$ cat config.mk
export PLATFORM = sky130hd
export DESIGN_NAME = ring_token_arbiter
export DESIGN_NICKNAME = d
export VERILOG_FILES = /design/src/rtl/ring_pkg.sv /design/src/rtl/ring_loss_timer.sv /design/src/rtl/ring_token_arbiter.sv
export SDC_FILE = /design/constraint.sdc
export NUM_CORES = 1
export LEC_CHECK = 0
export ABC_CLOCK_PERIOD_IN_PS = 2500
export CORE_MARGIN = 2
export CORE_UTILIZATION = 40
export CTS_CLUSTER_DIAMETER = 100
export DETAILED_ROUTE_END_ITERATION = 12
export MAX_ROUTING_LAYER = met4
export PLACE_DENSITY = 0.78
export SYNTH_ARGS = -nofsm -noshare
export SYNTH_HDL_FRONTEND = slang
export SYNTH_SLANG_ARGS = --single-unit
export TNS_END_PERCENT = 5
$ cat constraint.sdc
create_clock -name clk -period 2.5 [get_ports clk]
set_clock_uncertainty 0.15 [all_clocks]
set_input_delay 0.25 -clock clk [delete_from_list [all_inputs] [get_ports clk]]
set_output_delay 0.25 -clock clk [all_outputs]
set_load 0.05 [all_outputs]
$ cat src/rtl/ring_pkg.sv
// Shared types and helpers for the token-ring scheduler: FSM state encoding,
// width helpers and a saturating increment used by every bounded counter.
package ring_pkg;

    typedef enum logic [1:0] {
        PASS    = 2'd0,
        HOLD    = 2'd1,
        TRANSIT = 2'd2,
        LOST    = 2'd3
    } ring_state_t;

    // Width of a node index; a degenerate single-node ring still gets one bit.
    function automatic int idx_width(input int n);
        return (n > 1) ? $clog2(n) : 1;
    endfunction

    // Width of a counter that must hold values 0..max_val inclusive.
    function automatic int cnt_width(input int max_val);
        return (max_val > 0) ? $clog2(max_val + 1) : 1;
    endfunction

    // Counters stick at their limit instead of wrapping.
    function automatic logic [31:0] sat_inc(input logic [31:0] val, input logic [31:0] lim);
        return (val >= lim) ? lim : val + 32'd1;
    endfunction

endpackage

$ cat src/rtl/ring_loss_timer.sv
// Token-loss recovery: LOST dwell timer, consecutive-loss counter, sticky fault and regen pulse.
// expire is combinational from the registered timer; regen/fault are registered; no backpressure.
module ring_loss_timer
    import ring_pkg::*;
#(
    parameter int TIMEOUT  = 5,
    parameter int MAX_LOSS = 3
) (
    input  logic clk,
    input  logic reset,
    input  logic start,
    input  logic tick,
    input  logic lap_done,
    output logic expire,
    output logic regen,
    output logic fault
);

    localparam int TMW = cnt_width(TIMEOUT);
    localparam int LCW = cnt_width(MAX_LOSS);

    logic [TMW-1:0] timer;
    logic [LCW-1:0] loss_cnt;
    logic [LCW-1:0] loss_cnt_inc;

    assign expire       = tick && (timer == TMW'(TIMEOUT - 1));
    assign loss_cnt_inc = LCW'(sat_inc(32'(loss_cnt), 32'(MAX_LOSS)));

    always_ff @(posedge clk) begin
        if (reset) begin
            timer    <= '0;
            loss_cnt <= '0;
            regen    <= 1'b0;
            fault    <= 1'b0;
        end else begin
            regen <= expire;

            if (start) begin
                timer <= '0;
            end else if (tick) begin
                timer <= expire ? '0 : timer + TMW'(1);
            end

            // Only a completed lap forgives earlier losses; regeneration does not.
            if (start) begin
                loss_cnt <= loss_cnt_inc;
                if (loss_cnt_inc == LCW'(MAX_LOSS)) begin
                    fault <= 1'b1;
                end
            end else if (lap_done) begin
                loss_cnt <= '0;
            end
        end
    end

endmodule

$ cat src/rtl/ring_token_arbiter.sv
// Token-ring scheduler: circulates one token over N nodes, grants the holder, regenerates lost tokens.
// grant follows one cycle after PASS at a requesting node; no backpressure, done/HOLD_MAX end a tenure.
module ring_token_arbiter
    import ring_pkg::*;
#(
    parameter int N         = 4,
    parameter int HOLD_MAX  = 3,
    parameter int TIMEOUT   = 5,
    parameter int LAPS_STBL = 2,
    parameter int MAX_LOSS  = 3,
    localparam int NW       = idx_width(N)
) (
    input  logic          clk,
    input  logic          reset,
    input  logic [N-1:0]  req,
    input  logic [N-1:0]  done,
    input  logic          loss,
    output logic [N-1:0]  grant,
    output logic [NW-1:0] pos,
    output logic          stable,
    output logic          regen,
    output logic          fault
);

    localparam int TW = cnt_width(HOLD_MAX);
    localparam int LW = cnt_width(LAPS_STBL);

    ring_state_t   state, state_nxt;
    logic [NW-1:0] pos_nxt;
    logic [TW-1:0] tenure, tenure_nxt;
    logic [LW-1:0] laps, laps_nxt, laps_inc;
    logic          stable_nxt;
    logic          timer_start;
    logic          timer_tick;
    logic          lap_done;
    logic          expire;

    assign laps_inc = LW'(sat_inc(32'(laps), 32'(LAPS_STBL)));

    ring_loss_timer #(
        .TIMEOUT  (TIMEOUT),
        .MAX_LOSS (MAX_LOSS)
    ) u_loss_timer (
        .clk      (clk),
        .reset    (reset),
        .start    (timer_start),
        .tick     (timer_tick),
        .lap_done (lap_done),
        .expire   (expire),
        .regen    (regen),
        .fault    (fault)
    );

    always_ff @(posedge clk) begin
        if (reset) begin
            state  <= PASS;
            pos    <= '0;
            tenure <= '0;
            laps   <= '0;
            stable <= 1'b0;
        end else begin
            state  <= state_nxt;
            pos    <= pos_nxt;
            tenure <= tenure_nxt;
            laps   <= laps_nxt;
            stable <= stable_nxt;
        end
    end

    always_comb begin
        state_nxt   = state;
        pos_nxt     = pos;
        tenure_nxt  = tenure;
        laps_nxt    = laps;
        stable_nxt  = stable;
        timer_start = 1'b0;
        timer_tick  = 1'b0;
        lap_done    = 1'b0;

        unique case (state)
            PASS: begin
                if (req[pos]) begin
                    state_nxt  = HOLD;
                    tenure_nxt = '0;
                end else begin
                    state_nxt = TRANSIT;
                end
            end
            HOLD: begin
                // done and preemption in the same cycle collapse into one exit.
                if (done[pos] || (tenure == TW'(HOLD_MAX - 1))) begin
                    state_nxt = TRANSIT;
                end else begin
                    tenure_nxt = tenure + TW'(1);
                end
            end
            TRANSIT: begin
                if (loss) begin
                    state_nxt   = LOST;
                    timer_start = 1'b1;
                    stable_nxt  = 1'b0;
                    laps_nxt    = '0;
                end else begin
                    state_nxt = PASS;
                    if (pos == NW'(N - 1)) begin
                        pos_nxt  = '0;
                        lap_done = 1'b1;
                        laps_nxt = laps_inc;
                        if (laps_inc == LW'(LAPS_STBL)) begin
                            stable_nxt = 1'b1;
                        end
                    end else begin
                        pos_nxt = pos + NW'(1);
                    end
                end
            end
            LOST: begin
                timer_tick = 1'b1;
                stable_nxt = 1'b0;
                if (expire) begin
                    state_nxt = PASS;
                    pos_nxt   = '0;
                end
            end
            default: begin
                state_nxt = PASS;
            end
        endcase
    end

    always_comb begin
        grant = '0;
        if (state == HOLD) begin
            grant[pos] = 1'b1;
        end
    end

endmodule

==> summary.md, run 1 <==
| Metric | Value |
|---|---|
| Status | finished, final reports clean |
| Worst Tran Pin Value | 0.539 ns |
| Placed cell areas | 1080 um2 |
| Crit Path Category | register to output port |
| Maximum vdd drop | 0.342 mV |
| Largest area contributor in the netlist | dfxtp_1 |
| Initial antenna violation count | 0 |
| Post-Synthesis Cells | 104 |
| Largest family of logic cells by synthesized area | simple AND/OR/NAND/NOR gates |
| DRC viols | 0 |
| WL final | 1.85 mm |
| Post-DP HPWL | 1.44 mm |
| Worst slew margin relative to its limit | 64.0% |
| Placement Setup Slack | 0.406 ns |
| F_max | 427 MHz |
| Row count | 16 |
| Power Internal | 0.000414 W |
| Post-layout min period | 2.34 ns |
| GR Util met2 | 27.3% |
| Avg Cell Area, Syn | 8.47 um2 |
| RSZ-0062 raised after global routing | no |
| CP peak stage delay | 0.69 ns |
| Clk slew on worst S/H paths | 0.10 ns |
| Grt peak-use layer | met2 |
| Routed vias | 813 |
| Crit path max fanout | 8 |
| Period utilisation layout | 93.6% |
| CP cell instances | inv_1 -> ha_1 -> and3_1 -> clkdlybuf4s50_1 |
| Psw | 0.000182 W |
| Post-synthesis instance area | 881 um2 |
| Gate power share | 22.0% |
| Setup TNS | 0 ns |
| Pleak | 0.508 nW |
| Global route overflow | 0 |
| Post-synthesis mux area share | 8.38% |
| Switching power share of the total | 30.5% |
| CP Buf/Inv Count | 2 |
| Top cells by area, synth | dfxtp_1, ha_1, nor2_1 |
| Pin count of the biggest net entering global routing | 14 |
| Vias in the first global route | 724 |
| First-pass GRT wire length | 3.06 mm |
| Fillcell total | 198 |
| Die height | 50.9 um |
| Layout cells sized above 1 | 4.92% |
| Number of CTS-inserted buffers | 3 |
| IO buf count | 19 |
| Multi-input gate area | 510 um2 |
| WP data required | 2.10 ns |
| Hold Buf Count CTS | 0 |
| Hold Vio Cnt, Final | 0 |
| Sequential area share after synthesis | 36.4% |
| Compound-gate portion of the synthesized area | 16.9% |
| Post-synthesis cell type count | 29 |
| Final nets | 142 |
| Number of detailed-route iterations in the first pass | 4 |
| Initial drt markers | 16 |
| I/O Pins | 20 |
| Synth Area in Adders | 11.4% |
| Grt met1 use | 18.1% |
| Clock sinks | 16 |
| CTS tree | built |
| Ys flop type | dfxtp_1 |
| Die ar. | 2590 um2 |
| YS warnings | 0 |
| Simple-gate area share of the yosys netlist | 21.3% |
| Routing usage on met3 | 4.39% |
| GP Congestion | 0.737 |
| Die Wd | 50.9 um |
| Crit path max-delay cell type | clkdlybuf4s50_1 |
| Register area | 320 um2 |
| Root Buffer Master | clkbuf_4 |
| Diodes inserted | 0 |
| Drt wl/cell | 12.4 um |
| Hold Crit Class | register to register |
| PnR Total Power | 0.000596 W |
| Core ar. | 2020 um2 |
| DRT antenna net count | 0 |
| Postcts setup bufs | 0 |
| Synth Area in XOR/XNOR | 0% |
| Yosys top cell area share | 36.4% |
| GRT Util Overall | 16.2% |
| Reg power frac | 48.7% |
| H-tree levels | 1 |
| Final setup viols | 0 |
| DR vias/cell | 5.46 |
| Crit start category | register |
| Clk_lat worst skew | 0.29 ns |
| Max_cap viols | 0 |
| Clock power frac | 29.3% |
| Seq cells post-synth | 16 |
| Synthesized net count | 123 |
| Pwr/cell area | 528 nW/um2 |
| Starting density of the core | 43.6% |
| Final Slew Violations | 0 |
| Share of flip-flops with an asynchronous set or reset | 0% |
| EDFF count, synth | 0 |
| Longest Clk Path Bufs | 2 |
| WP data arrival | 1.94 ns |
| Final non-filler cell area | 1130 um2 |
| Top cell family by delay on the critical path | buffers and inverters |
| PnR worst setup slack | 0.160 ns |
| Layout area overhead | 28.1% |
| CP endpoint kind | output port |
final cells by class:
type,count,share of cell area [%]
Tap cell,27,2.99
Inverter,8,2.66
Timing Repair Buffer,19,17.5
Sequential cell,16,28.4
Multi-Input combinational cell,75,45.2
Clock buffer,4,3.22
power groups by stage:
stage          Combinational, W  Sequential [W]  Clock (W)
2_1_floorplan         0.0000964        0.000289          0
3_3_place_gp           0.000127        0.000295          0
3_5_place_dp           0.000132        0.000296          0
4_1_cts                0.000133        0.000290   0.000177
5_1_grt                0.000144        0.000295   0.000189
6_report               0.000131        0.000290   0.000175
kinds of logic (layout without fill, tap and decap cells):
family,count (synthesis),in the layout
compound gates,23,23
fa+ha+maj,8,8
buf+inv,13,31
flops,16,16
mux,4,4
simple gates,40,40
repair_timing:
action	4_1_cts	5_1_grt
setup endpoints to repair	0	3
resized for setup	0	3
hold endpoints to repair	0	0
per-stage QoR:
step	instances	utilization [%]	hold WS, ns
floorplan	104	-	0.290
global placement	145	53.7	0.307
detailed placement	145	53.7	0.310
CTS	149	55.4	0.334
global route	149	55.8	0.372
finish	149	55.8	0.335
sequential cells by signal (all words and copies together), names as in the netlist:
register	cells
u_loss_timer.timer	3
laps	2
pos	2
state	2
tenure	2
u_loss_timer.loss_cnt	2
stable	1
u_loss_timer.fault	1
u_loss_timer.regen	1
Yosys cell counts (2+ instances only):
library cell	n
dfxtp_1	16
a22oi_1	3
ha_1	8
clkbuf_1	4
o21ai_0	6
a31oi_1	3
nor3_1	3
inv_1	8
a21oi_1	4
mux4_1	2
and3_1	5
nand3_1	3
nand2_1	7
nor2_1	17
cell usage in the layout (no fill, tap or decap), drive strengths merged, types with 2 or more instances in the layout:
master / n
clkbuf: 4
nand2: 7
inv: 8
ha: 8
a31oi: 3
nand3: 3
o21ai: 6
a21oi: 4
clkdlybuf4s50: 16
nor3: 3
dfxtp: 16
a22oi: 3
nor2: 17
and3: 5
dlymetal6s2s: 3
mux4: 2
per-layer routing:
metal | vias to the layer above | routed length [um]
li1 | 407 | -
met2 | 20 | 956
met1 | 380 | 770
met5 | - | 0
met4 | 0 | 40
met3 | 6 | 83
worst paths after layout:
check / start / endpoint / slack, ns / cells past startpoint
hold reg to reg: u_loss_timer.fault$_SDFFE_PP0P_ / u_loss_timer.fault$_SDFFE_PP0P_ / 0.33 / 2
setup / recovery: pos[1]$_SDFFE_PP0P_ / grant[1] / 0.16 / 4
setup reg to reg: pos[0]$_SDFFE_PP0P_ / state[1]$_SDFFE_PP0P_ / 0.63 / 4
hold / removal: u_loss_timer.fault$_SDFFE_PP0P_ / u_loss_timer.fault$_SDFFE_PP0P_ / 0.33 / 2
worst reg2reg max path: stages (launching register included):
cell and delay (ns):
dfxtp_1 0.51, mux4_1 0.62, a2bb2oi_1 0.24, nor2_1 0.08
nor3_1 0.19
No activity file was read; power rests on OpenSTA's default activity.
==> run 2: changes to the inputs <==
--- a/config.mk
+++ b/config.mk
@@ -5,13 +5,14 @@
 export SDC_FILE = /design/constraint.sdc
 export NUM_CORES = 1
 export LEC_CHECK = 0
+export ABC_AREA = 1
 export ABC_CLOCK_PERIOD_IN_PS = 2500
 export CORE_MARGIN = 2
-export CORE_UTILIZATION = 40
+export CORE_UTILIZATION = 30
 export CTS_CLUSTER_DIAMETER = 100
 export DETAILED_ROUTE_END_ITERATION = 12
 export MAX_ROUTING_LAYER = met4
-export PLACE_DENSITY = 0.78
+export PLACE_DENSITY = 0.64
 export SYNTH_ARGS = -nofsm -noshare
 export SYNTH_HDL_FRONTEND = slang
 export SYNTH_SLANG_ARGS = --single-unit
==> run 2 against run 1 <==
Die area rose by 34%. Sequential power rose by 9.7%. Register-to-register slack improved by 0.24 ns. Critical path depth did not move. Critical path type unchanged. Critical endpoint unchanged.
==> summary.md, run 2 <==
| Metric | Value |
|---|---|
| Crit path max-delay cell type | clkdlybuf4s50_1 |
| Period utilisation layout | 93.9% |
| WP data arrival | 1.95 ns |
| Number of detailed-route iterations in the first pass | 4 |
| Largest area contributor in the netlist | dfxtp_1 |
| Initial drt markers | 41 |
| YS warnings | 0 |
| Share of flip-flops with an asynchronous set or reset | 0% |
| GP Congestion | 0.808 |
| CP cell instances | ha_1 -> inv_1 -> nor2_1 -> clkdlybuf4s50_1 |
| Post-synthesis instance area | 908 um2 |
| EDFF count, synth | 0 |
| Drt wl/cell | 11.1 um |
| IO buf count | 19 |
| Post-Synthesis Cells | 134 |
| Maximum vdd drop | 0.299 mV |
| Longest Clk Path Bufs | 2 |
| Worst slew margin relative to its limit | 66.0% |
| Hold Buf Count CTS | 0 |
| CP peak stage delay | 0.81 ns |
| Clock sinks | 16 |
| Row count | 19 |
| Avg Cell Area, Syn | 6.78 um2 |
| Root Buffer Master | clkbuf_4 |
| Pwr/cell area | 629 nW/um2 |
| Clk slew on worst S/H paths | 0.09 ns |
| Most frequent cells in the layout | nand2_1, inv_1, nor2_1 |
| Count leader, synth | nand2_1 |
| Synthesized net count | 153 |
| Post-placement cell count | 184 |
| WL final | 2.08 mm |
| Crit Path Category | register to output port |
| Largest Register | u_loss_timer.timer |
| Post-layout min period | 2.35 ns |
| Crit start category | register |
| Yosys top cell area share | 35.3% |
| Worst Tran Pin Value | 0.509 ns |
| Final setup viols | 0 |
| Post-DP HPWL | 1.63 mm |
| Final Slew Violations | 0 |
| Final hold slack | 0.288 ns |
| Crit path max fanout | 10 |
| DRT antenna net count | 0 |
| Max FFs per register | 3 |
| CTS tree | built |
| Status | finished, final reports clean |
| Max_cap viols | 0 |
| Layout cells sized above 1 | 5.10% |
| First-pass GRT wire length | 3.73 mm |
| WP data required | 2.10 ns |
| Diodes inserted | 0 |
| Commonest non-fill, non-tap cell in the layout | nand2_1 |
| Final nets | 177 |
| F_max | 426 MHz |
| Die height | 59.0 um |
| Starting density of the core | 32.4% |
| Die Wd | 59.0 um |
| Routed vias | 867 |
| CP endpoint kind | output port |
| Pleak | 0.598 nW |
| Initial antenna violation count | 0 |
| Ys flop type | dfxtp_1 |
| I/O Pins | 20 |
| GRT Util Overall | 14.3% |
| Die ar. | 3480 um2 |
| Sequential area share after synthesis | 35.3% |
| Post-synth top cells | nand2_1, inv_1, nor2_1 |
| Clk_lat worst skew | 0.29 ns |
| Post-Layout Cell Count | 188 |
| Seq cells post-synth | 16 |
| Hold Vio Cnt, Final | 0 |
| Pin count of the biggest net entering global routing | 11 |
| Vias in the first global route | 884 |
| RSZ-0062 raised after global routing | no |
| Post-synthesis cell type count | 16 |
| Top cells by area, synth | dfxtp_1, nand2_1, inv_1 |
| Global route overflow | 0 |
| H-tree levels | 1 |
| DRC viols | 0 |
| Layout area overhead | 30.0% |
| DR vias/cell | 4.61 |
| Core ar. | 2810 um2 |
| Setup TNS | 0 ns |
| Number of CTS-inserted buffers | 3 |
| Hold Crit Class | register to register |
run 2: cell count changes after synthesis, sizes merged, moves of 5 or more:
cell	before	now
nand3	3	9
nand2	7	28
nor2	17	22
and3	5	0
inv	8	27
run 2: final timing paths:
path	from	endpoint	slack [ns]	depth (start not counted)
min	tenure[0]$_SDFFE_PP0P_	tenure[0]$_SDFFE_PP0P_	0.29	1
max reg2reg	pos[0]$_SDFFE_PP0P_	state[0]$_SDFFE_PP0P_	0.87	7
max	pos[0]$_SDFFE_PP0P_	grant[1]	0.15	4
min reg2reg	tenure[0]$_SDFFE_PP0P_	tenure[0]$_SDFFE_PP0P_	0.29	1
run 2: final cells by class:
class | count | area (um2)
flip-flops and latches | 16 | 320
multi-input cells | 91 | 487
clock buffers | 4 | 36.3
fillers | 299 | 1620
inverters | 27 | 101
well taps | 31 | 38.8
repair buffers | 19 | 198
run 2: critical path, delay by kind of cell (launching register included):
family                   cells  cell delay, ns
buffers and inverters        2            0.84
adder cells (fa/ha/maj)      1            0.20
AND/OR/NAND/NOR              1            0.08
flip-flops                   1            0.53
run 2: kinds of logic (layout without fill, tap and decap cells):
kind of cell | Yosys count | count (layout) | synth area share, %
adder cells (fa/ha/maj) | 8 | 8 | 11.0
XOR/XNOR | 1 | 1 | 0.964
AO/OA/AOI/OAI | 20 | 20 | 12.9
AND/OR/NAND/NOR | 62 | 62 | 28.6
flip-flops | 16 | 16 | 35.3
buffers and inverters | 27 | 50 | 11.2
run 2: through the flow:
stage	cell area [um2]	worst slack (ns)	utilization [%]	power [W]
floorplan	908	0.359	-	0.000496
global placement	1140	0.430	40.5	0.000567
detailed placement	1140	0.365	40.5	0.000576
CTS	1170	0.0340	41.8	0.000750
global route	1180	0.0416	42.1	0.000804
finish	1180	0.153	42.1	0.000743
run 2: where the power goes:
group	leakage [nW]	internal, W	switching (W)
logic	0.447	0.0000902	0.000161
registers	0.130	0.000286	0.0000321
clock network	0.0210	0.0000888	0.0000848
run 2: per-layer routing:
layer	GRT usage, %	routed length (um)
met1	17.7	1020
met2	22.4	930
met3	3.28	100
met4	6.17	34
met5	-	0
run 2: what timing repair did:
action | 4_1_cts | 5_1_grt
endpoints found under the setup margin | 0 | 3
buffers inserted | 0 | 0
gates resized for setup | 0 | 3
